## src/rtl/hazard_pkg.sv

```systemverilog
// Shared hazard encodings: forward-select codes, Tuse/Tnew constants for the decoder, shadow slot types.
// Combinational helpers only; no state.
package hazard_pkg;

    localparam logic [1:0] FWD_RF = 2'd0;
    localparam logic [1:0] FWD_E  = 2'd1;
    localparam logic [1:0] FWD_M  = 2'd2;
    localparam logic [1:0] FWD_W  = 2'd3;

    localparam logic [1:0] TUSE_NONE       = 2'd3;
    localparam logic [1:0] TUSE_BRANCH     = 2'd0;
    localparam logic [1:0] TUSE_JR         = 2'd0;
    localparam logic [1:0] TUSE_ALU        = 2'd1;
    localparam logic [1:0] TUSE_MEM_BASE   = 2'd1;
    localparam logic [1:0] TUSE_STORE_DATA = 2'd2;

    localparam logic [1:0] TNEW_NONE = 2'd0;
    localparam logic [1:0] TNEW_LINK = 2'd0;
    localparam logic [1:0] TNEW_ALU  = 2'd1;
    localparam logic [1:0] TNEW_MFHI = 2'd1;
    localparam logic [1:0] TNEW_LOAD = 2'd2;

    typedef struct packed {
        logic [4:0] wa;
        logic [1:0] tnew;
        logic [4:0] rs;
        logic [4:0] rt;
    } slot_t;

    // M only ever forwards store data, so its rs is not carried.
    typedef struct packed {
        logic [4:0] wa;
        logic [1:0] tnew;
        logic [4:0] rt;
    } mslot_t;

    function automatic logic [1:0] tnew_dec(input logic [1:0] t);
        return (t == 2'd0) ? 2'd0 : t - 2'd1;
    endfunction

    function automatic logic reg_hit(input logic [4:0] r, input logic [4:0] wa);
        return (r != 5'd0) && (r == wa);
    endfunction

endpackage

```

## src/rtl/hazard_md_busy.sv

```systemverilog
// Multiply/divide busy tracker: loads a cycle count when a start enters E, counts down to idle.
// md_stall is combinational from registered state and md_use; no backpressure of its own.
module hazard_md_busy
    import hazard_pkg::*;
#(
    parameter int MULT_CYCLES = 5,
    parameter int DIV_CYCLES  = 10
)
(
    input  logic clk,
    input  logic reset,
    input  logic issue,
    input  logic is_div,
    input  logic md_use,
    output logic md_stall
);

    localparam logic [0:0] IDLE = 1'b0;
    localparam logic [0:0] BUSY = 1'b1;

    logic [0:0] state_q;
    logic [3:0] cnt_q;
    logic       e_start_q;

    always_ff @(posedge clk or posedge reset) begin
        if (reset) begin
            state_q   <= IDLE;
            cnt_q     <= 4'd0;
            e_start_q <= 1'b0;
        end else begin
            e_start_q <= issue;
            case (state_q)
                IDLE: begin
                    if (issue) begin
                        state_q <= BUSY;
                        cnt_q   <= is_div ? 4'(DIV_CYCLES) : 4'(MULT_CYCLES);
                    end
                end
                BUSY: begin
                    cnt_q <= cnt_q - 4'd1;
                    if (cnt_q == 4'd1) state_q <= IDLE;
                end
                default: state_q <= IDLE;
            endcase
        end
    end

    assign md_stall = md_use && ((state_q == BUSY) || e_start_q);

endmodule

```

## src/rtl/hazard_ctrl.sv

```systemverilog
// Pipeline hazard controller: shadow E/M/W destination pipeline drives stall and all forward selects.
// Outputs combinational from slot state and D inputs; HAZARD_MD_EN adds the mult/div busy stall.
module hazard_ctrl
    import hazard_pkg::*;
#(
    parameter int MD_MULT_CYCLES = 5,
    parameter int MD_DIV_CYCLES  = 10
)
(
    input  logic       clk,
    input  logic       reset,
    input  logic [4:0] d_rs,
    input  logic [4:0] d_rt,
    input  logic [1:0] d_tuse_rs,
    input  logic [1:0] d_tuse_rt,
    input  logic [4:0] d_wa,
    input  logic [1:0] d_tnew,
`ifdef HAZARD_MD_EN
    input  logic       d_md_start,
    input  logic       d_md_div,
    input  logic       d_md_use,
`endif
    output logic       stall,
    output logic [1:0] fwd_d_rs,
    output logic [1:0] fwd_d_rt,
    output logic [1:0] fwd_e_rs,
    output logic [1:0] fwd_e_rt,
    output logic       fwd_m_rt
);

    slot_t      e_q;
    mslot_t     m_q;
    logic [4:0] w_wa_q;
    logic       stall_rs;
    logic       stall_rt;
    logic       md_stall;

    function automatic logic [1:0] sel_d(input logic [4:0] r, input slot_t e,
                                         input mslot_t m, input logic [4:0] w);
        if (reg_hit(r, e.wa) && e.tnew == 2'd0)      return FWD_E;
        else if (reg_hit(r, m.wa) && m.tnew == 2'd0) return FWD_M;
        else if (reg_hit(r, w))                      return FWD_W;
        else                                         return FWD_RF;
    endfunction

    function automatic logic [1:0] sel_e(input logic [4:0] r, input mslot_t m,
                                         input logic [4:0] w);
        if (reg_hit(r, m.wa) && m.tnew == 2'd0) return FWD_M;
        else if (reg_hit(r, w))                 return FWD_W;
        else                                    return FWD_RF;
    endfunction

    assign stall_rs = (reg_hit(d_rs, e_q.wa) && (e_q.tnew > d_tuse_rs)) ||
                      (reg_hit(d_rs, m_q.wa) && (m_q.tnew > d_tuse_rs));
    assign stall_rt = (reg_hit(d_rt, e_q.wa) && (e_q.tnew > d_tuse_rt)) ||
                      (reg_hit(d_rt, m_q.wa) && (m_q.tnew > d_tuse_rt));
    assign stall    = stall_rs || stall_rt || md_stall;

    assign fwd_d_rs = sel_d(d_rs, e_q, m_q, w_wa_q);
    assign fwd_d_rt = sel_d(d_rt, e_q, m_q, w_wa_q);
    assign fwd_e_rs = sel_e(e_q.rs, m_q, w_wa_q);
    assign fwd_e_rt = sel_e(e_q.rt, m_q, w_wa_q);
    assign fwd_m_rt = reg_hit(m_q.rt, w_wa_q);

    // M and W advance unconditionally; only E chooses between D and a bubble.
    always_ff @(posedge clk or posedge reset) begin
        if (reset) begin
            e_q    <= '0;
            m_q    <= '0;
            w_wa_q <= 5'd0;
        end else begin
            m_q.wa   <= e_q.wa;
            m_q.tnew <= tnew_dec(e_q.tnew);
            m_q.rt   <= e_q.rt;
            w_wa_q   <= m_q.wa;
            if (stall) begin
                e_q <= '0;
            end else begin
                e_q.wa   <= d_wa;
                e_q.tnew <= d_tnew;
                e_q.rs   <= d_rs;
                e_q.rt   <= d_rt;
            end
        end
    end

`ifdef HAZARD_MD_EN
    hazard_md_busy #(
        .MULT_CYCLES (MD_MULT_CYCLES),
        .DIV_CYCLES  (MD_DIV_CYCLES)
    ) u_md_busy (
        .clk      (clk),
        .reset    (reset),
        .issue    (d_md_start && !stall),
        .is_div   (d_md_div),
        .md_use   (d_md_use),
        .md_stall (md_stall)
    );
`else
    assign md_stall = 1'b0;
`endif

endmodule
```

## config.mk

```make
export PLATFORM = sky130hd
export DESIGN_NAME = hazard_ctrl
export DESIGN_NICKNAME = d
export VERILOG_FILES = /design/src/rtl/hazard_pkg.sv /design/src/rtl/hazard_md_busy.sv /design/src/rtl/hazard_ctrl.sv
export SDC_FILE = /design/constraint.sdc
export NUM_CORES = 1
export LEC_CHECK = 0
export CORE_MARGIN = 8
export CORE_UTILIZATION = 40
export DETAILED_ROUTE_END_ITERATION = 10
export GPL_TIMING_DRIVEN = 0
export PLACE_DENSITY = 0.65
export SYNTH_ARGS = -nofsm -noshare
export SYNTH_HDL_FRONTEND = slang
export SYNTH_SLANG_ARGS = --single-unit
```

## constraint.sdc

```tcl
create_clock -name clk -period 3.6 [get_ports clk]
set_clock_uncertainty 0.2 [all_clocks]
set_input_delay 1.08 -clock clk [delete_from_list [all_inputs] [get_ports clk]]
set_output_delay 1.08 -clock clk [all_outputs]
set_load 0.02 [all_outputs]
```

==> results of run 1 <==
-- what timing repair did --
action                     in CTS  in global routing
buffers inserted                6                  0
setup endpoints to repair       5                  7
resized for setup             102                  3
pin swaps                      15                  2
-- critical path, delay by kind of cell --
family          cells  cell delay [ns]
simple gates        2             0.93
buf+inv             5             0.54
compound gates      2             0.22
-- layout by cell type, fill, tap and decap left out, drive strengths merged, types with 2 or more instances in the layout --
master and n:
a2111oi 4, a21oi 5, a2bb2oi 2, and2 18, buf 21, clkbuf 10
clkdlybuf4s50 16, dfrtp 34, ha 8, inv 13, nand2 5, nand3 7
nand4 3, nor2 12, nor3 5, nor4 7, o2111ai 2, o211ai 4
o21ai 3, or4 4, xnor2 37, xor2 13
-- area by class of cell --
type / instances / share of cell area (%)
Sequential cell: 34 / 30.7
Clock buffer: 6 / 2.98
Tap cell: 70 / 3.16
Multi-Input combinational cell: 144 / 46.8
Timing Repair Buffer: 37 / 13.4
Buffer: 5 / 1.04
Inverter: 14 / 1.90
-- power by group --
part | internal, mW | switching [mW]
registers | 0.415 | 0.0516
clock network | 0.147 | 0.126
logic | 0.152 | 0.141
-- per-stage QoR --
step / util [%] / TNS, ns
CTS: 55.2 / -0.784
detailed placement: 48.9 / -6.51
global route: 55.7 / -1.10
finish: 55.7 / -0.800
floorplan: - / -0.176
global placement: 48.9 / -7.06
-- state kept, by name (all words and copies together) (netlist names) --
name / count
w_wa_q: 5
m_q: 12
e_q: 17
-- routing by layer --
| metal | vias up | global-route usage [%] | part of all wire [%] |
|---|---|---|---|
| met3 | 5 | 2.92 | 3.4 |
| li1 | 768 | - | - |
| met4 | 0 | 4.69 | 1.1 |
| met2 | 30 | 23.9 | 51 |
| met1 | 737 | 16.4 | 45 |
| met5 | - | 0 | 0 |
-- path summary, 6_finish.rpt --
path                         start  endpoint  slack (ns)  cells after the start
max reg2reg                 m_q[5]    e_q[9]        1.35                      7
max in group asynchronous    reset    m_q[6]        1.81                      3
min                        e_q[12]    m_q[7]        0.24                      0
min in group asynchronous    reset    e_q[4]        0.92                      2
min reg2reg                e_q[12]    m_q[7]        0.24                      0
max                        d_rt[2]     stall       -0.46                      9
-- cell families (layout without fill, tap and decap cells) --
logic type | Yosys count | after routing | share of synthesized area, %
AOI/OAI and AO/OA | 23 | 23 | 8.98
xor gates and xnor gates | 50 | 50 | 21.7
adders and majority gates | 8 | 8 | 4.95
buffers and inverters | 22 | 62 | 4.46
DFF | 34 | 34 | 42.1
and+or+nand+nor | 63 | 63 | 17.8
==> impl_metrics.toml, run 1 <==
[setup_path]
path_cells = "buf_8, or4_4, o211ai_1, buf_4, a2111oi_4, nor4_4, buf_6, inv_2, buf_6"
cp-start-kind = "input port"
path_class = "in2out"
endpoint_kind = "output pin"
max_stage_delay_ns = 0.54
crit_fanout = 3
cp.required_ns = 2.32
crit_top_cell = "buf_6"
cp.arrival_ns = 2.78
cpMaxStageDelayCell = "or4_4"

[drt]
drtAntennaViolNets = 0
num_vias = 1540
drc = 0
firstDrtPassIters = 4
totalWireLength_mm = 4.79
post_drt_wl_per_cell_microns = 15.5
drt_iter0_drc = 95
vias_per_cell = 4.97

[grt]
grt_start_max_net_pins = 35
grt_pass1_wl_mm = 8.06
track_usage_pct = 13.8
grt_pass1_vias = 1656
grt-ovfl-total = 0
antenna_found_initial = 0

[timing]
relSlewSlack_pct = 54.2
rsz0062_at_grt = "true"
timing.hold.ws_ns = 0.243
drv_slew = 0
period_share_pct = 113
fin_ws_ns = -0.458
hold_violations = 0
worst_pin_slew_ns = 0.683
period_needed_ns = 4.06
setup_viol = 5
max_freq_ghz = 0.246

[final_layout]
nets = 272
antenna_cells = 0
multi_input_area_sq_um = 1300
fillers = 432
final_area_sq_um = 2770
stdcell_count = 310
area_delta_synth_final_pct = 37.2
drive_above_1_share_pct = 24.2
ff_latch_area_sq_um = 852

[floorplanning]
initial_core_util_pct = 40.6
die_y_microns = 87.1
dieWidth_microns = 87.1
num_rows = 26
coreArea_sq_um = 4980
die_area_sq_um = 7580
io_pins = 33

[status]
violations = "negative setup slack"
outcome = "finished, violations left"

[synthesis]
yosysTopAreaCell = "dfrtp_1"
async_reset_ff_share_pct = 100
yosys_most_used_dff = "dfrtp_1"
yosysWarningCount = 0
synthCells = 200
ys_seq_elements = 34
ys_types = 31
netlist_top_cells_area = "dfrtp_1, xnor2_1, xor2_1, and2_1, ha_1"
syn-num-nets = 231
ys_seq_area_share_pct = 42.1
synth_edf_count = 0
synth_most_common_cell = "xnor2_1"
netlist_top_cells_count = "xnor2_1, dfrtp_1, and2_1"
synth_top_area_share_pct = 42.1
syn_area_sq_um = 2020
syn_area_per_cell_sq_um = 10.1

[placed_design]
gp_congestion = 0.851
dp_hpwl_mm = 3.43
place_area_sq_um = 2430
place_inst = 300
place_ws_ns = -1.55
io_buffers = 30

[power_and_ir_drop]
leakage_nw = 1.07
irDropWorstVdd_mv = 0.258
power_density_nw_per_um2 = 373
finalPower_mw = 1.03

[clocking]
cts.htree.levels = 2
clk_latency_ns = 0.28
path_clk_slew_ns = 0.06
clockBufferDepth = 2
cts.sink_count = 34
hold_buffers = 0
tritoncts = "done"
cts_root_buffer = "clkbuf_8"
tritoncts.num_buffers = 5

[run]
max_cap_violations = 0

[worst_hold_path]
hold_class = "reg2reg"
No activity file was read; power rests on OpenSTA's default activity.
==> inputs of run 2 (changes only) <==
--- a/config.mk
+++ b/config.mk
@@ -5,6 +5,7 @@
 export SDC_FILE = /design/constraint.sdc
 export NUM_CORES = 1
 export LEC_CHECK = 0
+export CAP_MARGIN = 20
 export CORE_MARGIN = 8
 export CORE_UTILIZATION = 40
 export DETAILED_ROUTE_END_ITERATION = 10
==> run 2 against run 1 <==
  * The run still ends with negative setup slack left
  * Flip-flop and latch count unchanged
  * Final area about the same
  * Combinational power about the same
  * Worst hold slack improved by 0.0097 ns
  * Fmax increased by 0.95%
  * Via count decreased by 2.1%
  * Register-to-register slack about the same
  * Sequential power about the same
  * Cell count increased by 0.65%
  * Non-clock buffer count increased by 2
  * Core utilization about the same
  * Sequential share of layout area about the same
  * Critical endpoint unchanged
  * Largest power group unchanged
==> impl_metrics.toml, run 2 (synthesis gave the netlist of run 1 again) <==
[grt]
antenna_found_initial = 0
grt_start_max_net_pins = 19
grt_pass1_wl_mm = 8.02
grt_pass1_vias = 1652
grt-ovfl-total = 0
track_usage_pct = 13.6

[clocking]
hold_buffers = 0
cts.sink_count = 34
tritoncts = "done"
cts_root_buffer = "clkbuf_8"
path_clk_slew_ns = 0.06
clockBufferDepth = 2
clk_latency_ns = 0.27
cts.htree.levels = 2
tritoncts.num_buffers = 5

[placed_design]
dp_hpwl_mm = 3.48
place_inst = 301
io_buffers = 30
gp_congestion = 0.851
place_ws_ns = -1.56

[final_layout]
largest_reg_flops = 17
drive_above_1_share_pct = 24.0
stdcell_count = 312
final_common_cell = "xnor2_1"
antenna_cells = 0
area_delta_synth_final_pct = 37.2
nets = 274
fin_util_pct = 55.7
largest_registers = "e_q: 17 flops, m_q: 12 flops, w_wa_q: 5 flops"
layout_common_cells = "xnor2_1, dfrtp_1, and2_1"
regMostFlops = "e_q"

[floorplanning]
die_y_microns = 87.1
dieWidth_microns = 87.1
initial_core_util_pct = 40.6
num_rows = 26
coreArea_sq_um = 4980
die_area_sq_um = 7580
io_pins = 33

[timing]
hold_violations = 0
worst_pin_slew_ns = 0.730
drv_slew = 0
relSlewSlack_pct = 51.3
rsz0062_at_grt = "true"
period_share_pct = 112
period_needed_ns = 4.02
tns_ns = -0.893
max_freq_ghz = 0.249
setup_viol = 5
fin_ws_ns = -0.420

[run]
max_cap_violations = 0

[drt]
drt_iter0_drc = 57
totalWireLength_mm = 4.70
post_drt_wl_per_cell_microns = 15.1
drtAntennaViolNets = 0
firstDrtPassIters = 4
num_vias = 1507
vias_per_cell = 4.83
drc = 0

[setup_path]
endpoint_kind = "output pin"
max_stage_delay_ns = 0.49
cp.required_ns = 2.32
cp-start-kind = "input port"
path_cells = "buf_4, or4_4, o211ai_1, buf_4, a2111oi_4, nor4_4, buf_6, inv_2, buf_6"
crit_fanout = 5
path_class = "in2out"
cpMaxStageDelayCell = "or4_4"
cp.arrival_ns = 2.74

[power_and_ir_drop]
leakage_nw = 1.08
irDropWorstVdd_mv = 0.242
power_density_nw_per_um2 = 372

[status]
outcome = "finished, violations left"
violations = "negative setup slack"

[worst_hold_path]
hold_class = "reg2reg"
[run 2: cell count changes in the layout (fill, tap and decap cells not counted), sizes merged]
| cell | before | now |
|---|---|---|
| buf | 21 | 23 |
| clkdlybuf4s50 | 16 | 15 |
| clkinv | 1 | 0 |
| dlygate4sd2 | 1 | 2 |
| inv | 13 | 14 |
[run 2: final timing paths]
path                       endpoint  slack (ns)    start  depth (start not counted)
max                           stall       -0.42  d_rt[3]                          9
min                          m_q[7]        0.25  e_q[12]                          0
max reg2reg                  e_q[2]        1.34   m_q[5]                          7
min reg2reg                  m_q[7]        0.25  e_q[12]                          0
max in group asynchronous    e_q[7]        1.65    reset                          3
min in group asynchronous    m_q[7]        1.03    reset                          2
[run 2: final cells by class]
type	instances	area [sq um]
fill	445	2210
timing repair buffer	39	385
sequential	34	852
clock buffer	6	82.6
multi-input combinational	144	1280
tap	70	87.6
buffer	5	28.8
inverter	14	52.6
[run 2: stage by stage]
step           area (sq um)  power (mW)  hold WS, ns
2_1_floorplan          2050       0.622        0.211
3_3_place_gp           2430       0.701        0.238
3_5_place_dp           2460       0.709        0.236
4_1_cts                2780        1.04        0.250
5_1_grt                2770        1.09        0.272
6_report               2770        1.03        0.253
[run 2: layer usage]
metal  vias to the layer above  GRT usage [%]  share of wire [%]
met5                         -              0                  0
met4                         0           4.07                1.4
met3                         8           3.96                3.1
met2                        27           23.0                 50
met1                       707           16.0                 45
li1                        765              -                  -
[run 2: where the power goes]
part	internal, mW	leakage [nW]	switching (mW)
sequential	0.415	0.401	0.0519
combinational	0.154	0.633	0.138
clock	0.147	0.0431	0.125
[run 2: timing repair]
| item | in CTS | in global routing |
|---|---|---|
| cloned | 0 | 0 |
| endpoints found under the setup margin | 5 | 7 |
| gates resized for setup | 102 | 1 |
| buffers inserted | 8 | 0 |
| pin swaps | 16 | 2 |
[run 2: critical path, delay by kind of cell]
kind / cells / cell delay [ns]
buf+inv: 5 / 0.58
simple gates: 2 / 0.85
compound gates: 2 / 0.22
